### src/rtl/frame_stream_reader.sv
// Raster-scan frame-buffer reader feeding filter_unit: flush, read, zero-pad drain, done.
// Optional top border row of zero pixels when FRAME_STREAM_READER_TOP_PAD_EN is defined.
module frame_stream_reader #(
    parameter int unsigned ADDR_W       = 20,
    parameter int unsigned OPE_LATENCY  = 2,
    parameter int unsigned FLUSH_CYCLES = 2
) (
    input  logic              i_clk,
    input  logic              i_rst,
    input  logic              i_start,
    input  logic              i_abort,
    input  logic [31:0]       i_image_width,
    input  logic [31:0]       i_image_height,
    output logic              o_mem_rd,
    output logic [ADDR_W-1:0] o_mem_addr,
    input  logic [8:0]        i_mem_data,
    output logic [8:0]        o_pix_out,
    output logic              o_pix_valid,
    output logic              o_reflesh,
    output logic              o_busy,
    output logic              o_done
);

    localparam logic [2:0] ST_IDLE   = 3'd0;
    localparam logic [2:0] ST_FLUSH  = 3'd1;
    localparam logic [2:0] ST_READ   = 3'd3;
    localparam logic [2:0] ST_DRAIN  = 3'd4;
    localparam logic [2:0] ST_DONE   = 3'd5;
`ifdef FRAME_STREAM_READER_TOP_PAD_EN
    localparam logic [2:0] ST_TOPPAD = 3'd2;
`endif

    logic [2:0]        r_state;
    logic [2:0]        w_state_nxt;
    logic [31:0]       r_width;
    logic [31:0]       r_height;
    logic [31:0]       r_cnt;
    logic [31:0]       r_x;
    logic [31:0]       r_y;
    logic [ADDR_W-1:0] r_addr;
    logic              r_rd_dly;
    logic              r_pv;

    logic              w_accept;
    logic              w_empty;
    logic              w_last_px;
    logic [31:0]       w_drain_len;
    logic              w_pad;

    assign w_accept    = (r_state == ST_IDLE) && i_start && !i_abort;
    assign w_empty     = (r_width == 32'd0) || (r_height == 32'd0);
    assign w_last_px   = (r_x == r_width - 32'd1) && (r_y == r_height - 32'd1);
    assign w_drain_len = r_width + 32'(OPE_LATENCY) + 32'd1;

    // Pads are issued one cycle ahead of their output, like reads, so they line up
    // with the read data path; the final DRAIN cycle issues nothing.
    always_comb begin
        w_pad = (r_state == ST_DRAIN) && (r_cnt != w_drain_len);
`ifdef FRAME_STREAM_READER_TOP_PAD_EN
        if (r_state == ST_TOPPAD) begin
            w_pad = 1'b1;
        end
`endif
    end

    always_comb begin
        w_state_nxt = r_state;
        case (r_state)
            ST_IDLE: begin
                if (w_accept) begin
                    w_state_nxt = ST_FLUSH;
                end
            end
            ST_FLUSH: begin
                if (r_cnt == 32'(FLUSH_CYCLES - 1)) begin
                    if (w_empty) begin
                        w_state_nxt = ST_DONE;
                    end else begin
`ifdef FRAME_STREAM_READER_TOP_PAD_EN
                        w_state_nxt = ST_TOPPAD;
`else
                        w_state_nxt = ST_READ;
`endif
                    end
                end
            end
`ifdef FRAME_STREAM_READER_TOP_PAD_EN
            ST_TOPPAD: begin
                if (r_cnt == r_width - 32'd1) begin
                    w_state_nxt = ST_READ;
                end
            end
`endif
            ST_READ: begin
                if (w_last_px) begin
                    w_state_nxt = ST_DRAIN;
                end
            end
            ST_DRAIN: begin
                if (r_cnt == w_drain_len) begin
                    w_state_nxt = ST_DONE;
                end
            end
            ST_DONE:  w_state_nxt = ST_IDLE;
            default:  w_state_nxt = ST_IDLE;
        endcase
        if (i_abort) begin
            w_state_nxt = ST_IDLE;
        end
    end

    always_ff @(posedge i_clk or posedge i_rst) begin
        if (i_rst) begin
            r_state  <= ST_IDLE;
            r_width  <= 32'd0;
            r_height <= 32'd0;
            r_cnt    <= 32'd0;
            r_x      <= 32'd0;
            r_y      <= 32'd0;
            r_addr   <= '0;
            r_rd_dly <= 1'b0;
            r_pv     <= 1'b0;
        end else begin
            r_state <= w_state_nxt;
            if (w_accept) begin
                r_width  <= i_image_width;
                r_height <= i_image_height;
            end
            if ((w_state_nxt != r_state) || (r_state == ST_IDLE)) begin
                r_cnt <= 32'd0;
            end else begin
                r_cnt <= r_cnt + 32'd1;
            end
            if (r_state == ST_READ) begin
                r_addr <= r_addr + 1'b1;
                if (r_x == r_width - 32'd1) begin
                    r_x <= 32'd0;
                    r_y <= r_y + 32'd1;
                end else begin
                    r_x <= r_x + 32'd1;
                end
            end else if (r_state == ST_IDLE) begin
                r_addr <= '0;
                r_x    <= 32'd0;
                r_y    <= 32'd0;
            end
            r_rd_dly <= o_mem_rd && !i_abort;
            r_pv     <= (o_mem_rd || w_pad) && !i_abort;
        end
    end

    assign o_mem_rd    = (r_state == ST_READ);
    assign o_mem_addr  = r_addr;
    assign o_pix_out   = r_rd_dly ? i_mem_data : 9'd0;
    assign o_pix_valid = r_pv;
    assign o_reflesh   = (r_state == ST_FLUSH);
    assign o_busy      = (r_state != ST_IDLE);
    assign o_done      = (r_state == ST_DONE);

endmodule

### config.mk
export PLATFORM = sky130hd
export DESIGN_NAME = frame_stream_reader
export DESIGN_NICKNAME = d
export VERILOG_FILES = /design/src/rtl/frame_stream_reader.sv
export SDC_FILE = /design/constraint.sdc
export NUM_CORES = 1
export LEC_CHECK = 0
export ABC_AREA = 1
export BUFFER_PORTS_ARGS = -buffer_cell sky130_fd_sc_hd__buf_2
export CAP_MARGIN = 20
export CORE_ASPECT_RATIO = 1.75
export CORE_MARGIN = 5
export CORE_UTILIZATION = 38
export CTS_CLUSTER_SIZE = 25
export DETAILED_ROUTE_END_ITERATION = 8
export GPL_ROUTABILITY_DRIVEN = 0
export GPL_TIMING_DRIVEN = 1
export PLACE_DENSITY = 0.65
export REMOVE_ABC_BUFFERS = 1
export SLEW_MARGIN = 10
export SYNTH_ARGS = -nofsm -noshare
export SYNTH_HDL_FRONTEND = slang
export SYNTH_SLANG_ARGS = --single-unit
### constraint.sdc
create_clock -name i_clk -period 5.9 [get_ports i_clk]
set_input_delay 0 -clock i_clk [delete_from_list [all_inputs] [get_ports i_clk]]
set_output_delay 0 -clock i_clk [all_outputs]
set_load 0.05 [all_outputs]
==> impl_results.md <==
* YS warnings at 0
* # rows at 92
* Max rail drop VDD at 158.5 µV
* Hold Crit Class: in2reg
* Boundary pin count at 111
* Core Util, Final at between 40% and 50%
* Adder and majority gate portion of the synthesized area at 0.6294%
* Inst Count DP at 2555
* CP Capture Type: register
* Routed Antenna Nets at 0
* Worst hold start: i_start
* Critical Path Source: r_width[0]$_DFFE_PP0P_
* PwrDens at roughly 230 mW/mm²
* Final period utilization at 64.79%
* Max-slew violation count at 0
* Sequential-to-total area share from yosys stat at 33.27%
* Detailed Place HPWL at 34.35 mm
* Die Y at between 200 and 300 µm
* XOR/XNOR share of the synthesized area at 10.25%
* Final total power at 0.003643 W
* Worst r2r src: r_width[0]$_DFFE_PP0P_
* Cell area after synthesis at 0.01392 mm²
* Fillers at 3777
* Clock sinks at 185
* Clock Root Buffer: clkbuf_16
* Initial antenna violation count at 0
* Routed len/inst at 16.75 µm
* Pin count of the biggest net entering global routing at 112
* 1st-pass router iterations at 6
* Clock latency on the worst-skew pair at 0.46 ns
* Clock buffer depth at 2
* Tmin final at 3.823 ns
* Die Area at 0.04070 mm²
* TritonCTS clock tree: yes
* Post-synthesis compound-gate area fraction at 7.040%
* # setup viols final at 0
* Global Route Usage Sum at 21.71%
* Total Nets Final at 2254
* Vias in the first global route at 14309
* Main synth FF type: dfrtp_1
* DRT iter0 DRCs at about 760
* Remaining DRCs at 0
* Maximum clock rate at approximately 0.26 GHz
* Reg clk slew, reported paths at 0.07 ns
* First-pass GRT wire length at 70.64 mm
* Ys async rst share at 100.0%
* Crit-path max FO at 32
* Non-Filler Instances at 2653
* Initial Utilization at 38.50%
* Worst Path Required at approximately 6.3 ns
* Setup Buffers After CTS at 0
* Final wirelength at about 44 mm
* Post-cts sizing count at 0
* Mux share of post-synthesis cell area at less than 1%
* Synthesized instance count at 2055
* Worst slew margin at a little under a third
* Number of synthesized register bits at about 190
* Post-DR vias/cell at 5.218
* Vias at 13844
* Lkg Pwr at 7.196 nW
* Actual slew at the worst max-slew pin at 1.032 ns
* Port Buffer Count at 110
* Yosys cell types at 50
* Ratio of cells with drive above 1 in the final layout at between 10% and 20%
* H-tree levels at 4
* Largest family of logic cells by synthesized area: simple AND/OR/NAND/NOR gates
* Ant diodes at 0
* Die W at 154.7 µm
* Startpoint type of the worst setup path: register
* Number of synthesized flops with an enable pin at 0
* CP Data Arrival Time at approximately 4.2 ns
* Outcome: completed
* Syn Area/Cell at about 6.8 µm²
* WS Path Type: reg2reg
* RSZ-0062 raised after global routing: false
* Synth Area in Simple Gates at 39.01%
* Number of CTS-inserted buffers at 17
* Clock Skew at 0.009707 ns
* Max_cap viols at 0
* CTS Hold Buffers Added at 66
* Final hold viol count at 0
* Syn-to-layout area delta at 14.67%
* Gr ovfl total at 0
* TNS Setup at 0 ns
* Core area at 0.03614 mm²
cells in the final DEF (no fill, tap or decap), types with 6 or more instances in the layout:
master / synthesis / routed
nor2_2: 10 / 11
nor2_4: 6 / 6
nor3_1: 48 / 48
xor2_1: 105 / 105
nor2_1: 259 / 258
nor4_1: 22 / 22
nand3_1: 125 / 124
inv_1: 237 / 235
o2111ai_1: 6 / 6
nand2_2: 8 / 8
o22ai_1: 18 / 18
buf_2: 21 / 110
dlygate4sd3_1: 0 / 66
nand4_1: 67 / 67
nand3b_1: 12 / 12
nor3b_1: 8 / 8
nand2_1: 586 / 586
dfrtp_1: 185 / 185
nor3_2: 33 / 33
o21ai_0: 74 / 74
o31ai_1: 10 / 10
buf_4: 0 / 7
xnor2_1: 56 / 56
ha_1: 7 / 7
a21oi_1: 36 / 36
clkbuf_16: 0 / 17
o32ai_1: 6 / 6
layer usage:
metal | vias up | routed length [µm] | global-route usage (%)
met5 | - | 0 | 0
met4 | 0 | 3597 | 15.84
met3 | 191 | 1345 | 3.024
met2 | 387 | 24270 | 41.93
met1 | 6457 | 15230 | 20.15
li1 | 6809 | - | -
stage by stage:
| step | hold WS [ns] | cell area (µm²) | worst slack, ns |
|---|---|---|---|
| global placement | 0.1945 | 14710 | 2.266 |
| CTS | 0.06354 | 15960 | 2.095 |
| detailed placement | 0.1983 | 14710 | 2.101 |
| finish | 0.08982 | 15960 | 2.077 |
| floorplan | 0.06314 | 13500 | 0.8713 |
| global route | 0.1554 | 15960 | 1.708 |
flip-flops by register name, indices dropped and copies added (netlist names):
signal       cells
r_y             32
r_state          3
r_x             32
o_pix_valid      1
r_height        32
r_width         32
o_mem_addr      20
r_cnt           32
r_rd_dly         1
worst max-delay path, cell delays in order (launching register included):
cell and delay, ns:
dfrtp_1 0.41, inv_1 0.10, ha_1 0.24, inv_1 0.06, nand2_1 0.05, nor2_1 0.38, nand2_1 0.17, nor2_1 0.31
xor2_1 0.19, nand3_1 0.09, nor2_1 0.09, nand2_1 0.05, nor2_1 0.22, nand3_1 0.19, nand2_1 0.10, nand2_1 0.05
nand3_1 0.11, nand2_1 0.08, nand2_1 0.11, nand3_4 0.43, nor3_2 0.26
synthesized netlist by cell type (2+ instances only):
cell / count / area share [%]
nor4_1: 22 / 0.99
o22ai_1: 18 / 0.81
ha_1: 7 / 0.63
nand2_2: 8 / 0.36
a31oi_1: 2 / 0.090
o21ai_1: 2 / 0.072
nand3_4: 2 / 0.25
o21ai_0: 74 / 2.7
nor2_4: 6 / 0.49
or2_2: 4 / 0.18
nor4_2: 3 / 0.27
nand3_2: 2 / 0.14
nand2_1: 586 / 16
nor4b_1: 2 / 0.13
inv_1: 237 / 6.4
nand4_1: 67 / 3.0
a21oi_1: 36 / 1.3
dfrtp_1: 185 / 33
buf_2: 21 / 0.76
clkbuf_1: 57 / 1.5
nand3_1: 125 / 4.5
xor2_1: 105 / 6.6
o21bai_1: 3 / 0.16
nor3b_1: 8 / 0.43
o211ai_1: 2 / 0.11
nor3_2: 33 / 2.4
inv_2: 2 / 0.054
nor3_1: 48 / 1.7
xnor2_1: 56 / 3.5
nor2_2: 10 / 0.45
a41oi_1: 4 / 0.25
o32ai_1: 6 / 0.38
nand3b_1: 12 / 0.65
nor2_1: 259 / 7.0
buf_6: 8 / 0.65
mux2i_1: 5 / 0.36
o31ai_1: 10 / 0.54
o2111ai_1: 6 / 0.38
worst paths after layout:
path / slack, ns / depth (start not counted) / endpoint
max: 2.08 / 20 / r_cnt[3]$_DFF_PP0_
min: 0.09 / 7 / r_state[0]$_DFF_PP0_
max reg2reg: 2.08 / 20 / r_cnt[3]$_DFF_PP0_
min reg2reg: 0.49 / 1 / o_mem_addr[19]$_DFFE_PP0P_
max in group asynchronous: 4.14 / 4 / r_width[30]$_DFFE_PP0P_
min in group asynchronous: 0.27 / 3 / r_height[7]$_DFFE_PP0P_
area by class of cell:
cell class,count,area [µm²],share of cell area [%]
Timing Repair Buffer,183,1264,7.919
Multi-Input combinational cell,1543,7980,50.01
Sequential cell,185,4629,29.01
Clock inverter,14,158.9,0.9958
Inverter,240,908.4,5.692
Tap cell,470,588.1,3.685
Clock buffer,18,429.2,2.689
power by group:
group          internal, W  total [W]  switching [W]  leakage [nW]
clock             0.000634    0.00120       0.000562         0.288
sequential         0.00135    0.00152       0.000170          2.48
combinational     0.000328   0.000930       0.000602          4.43
logic make-up (layout without fill, tap and decap cells):
logic type               Yosys count  in the layout
AND/OR/NAND/NOR                 1201           1201
buffers and inverters            327            455
flip-flops                       185            185
AO/OA/AOI/OAI                    168            168
XOR/XNOR                         162            162
adder cells (fa/ha/maj)            7              7
multiplexers                       5              5
Power figures use the tool's default switching activity.
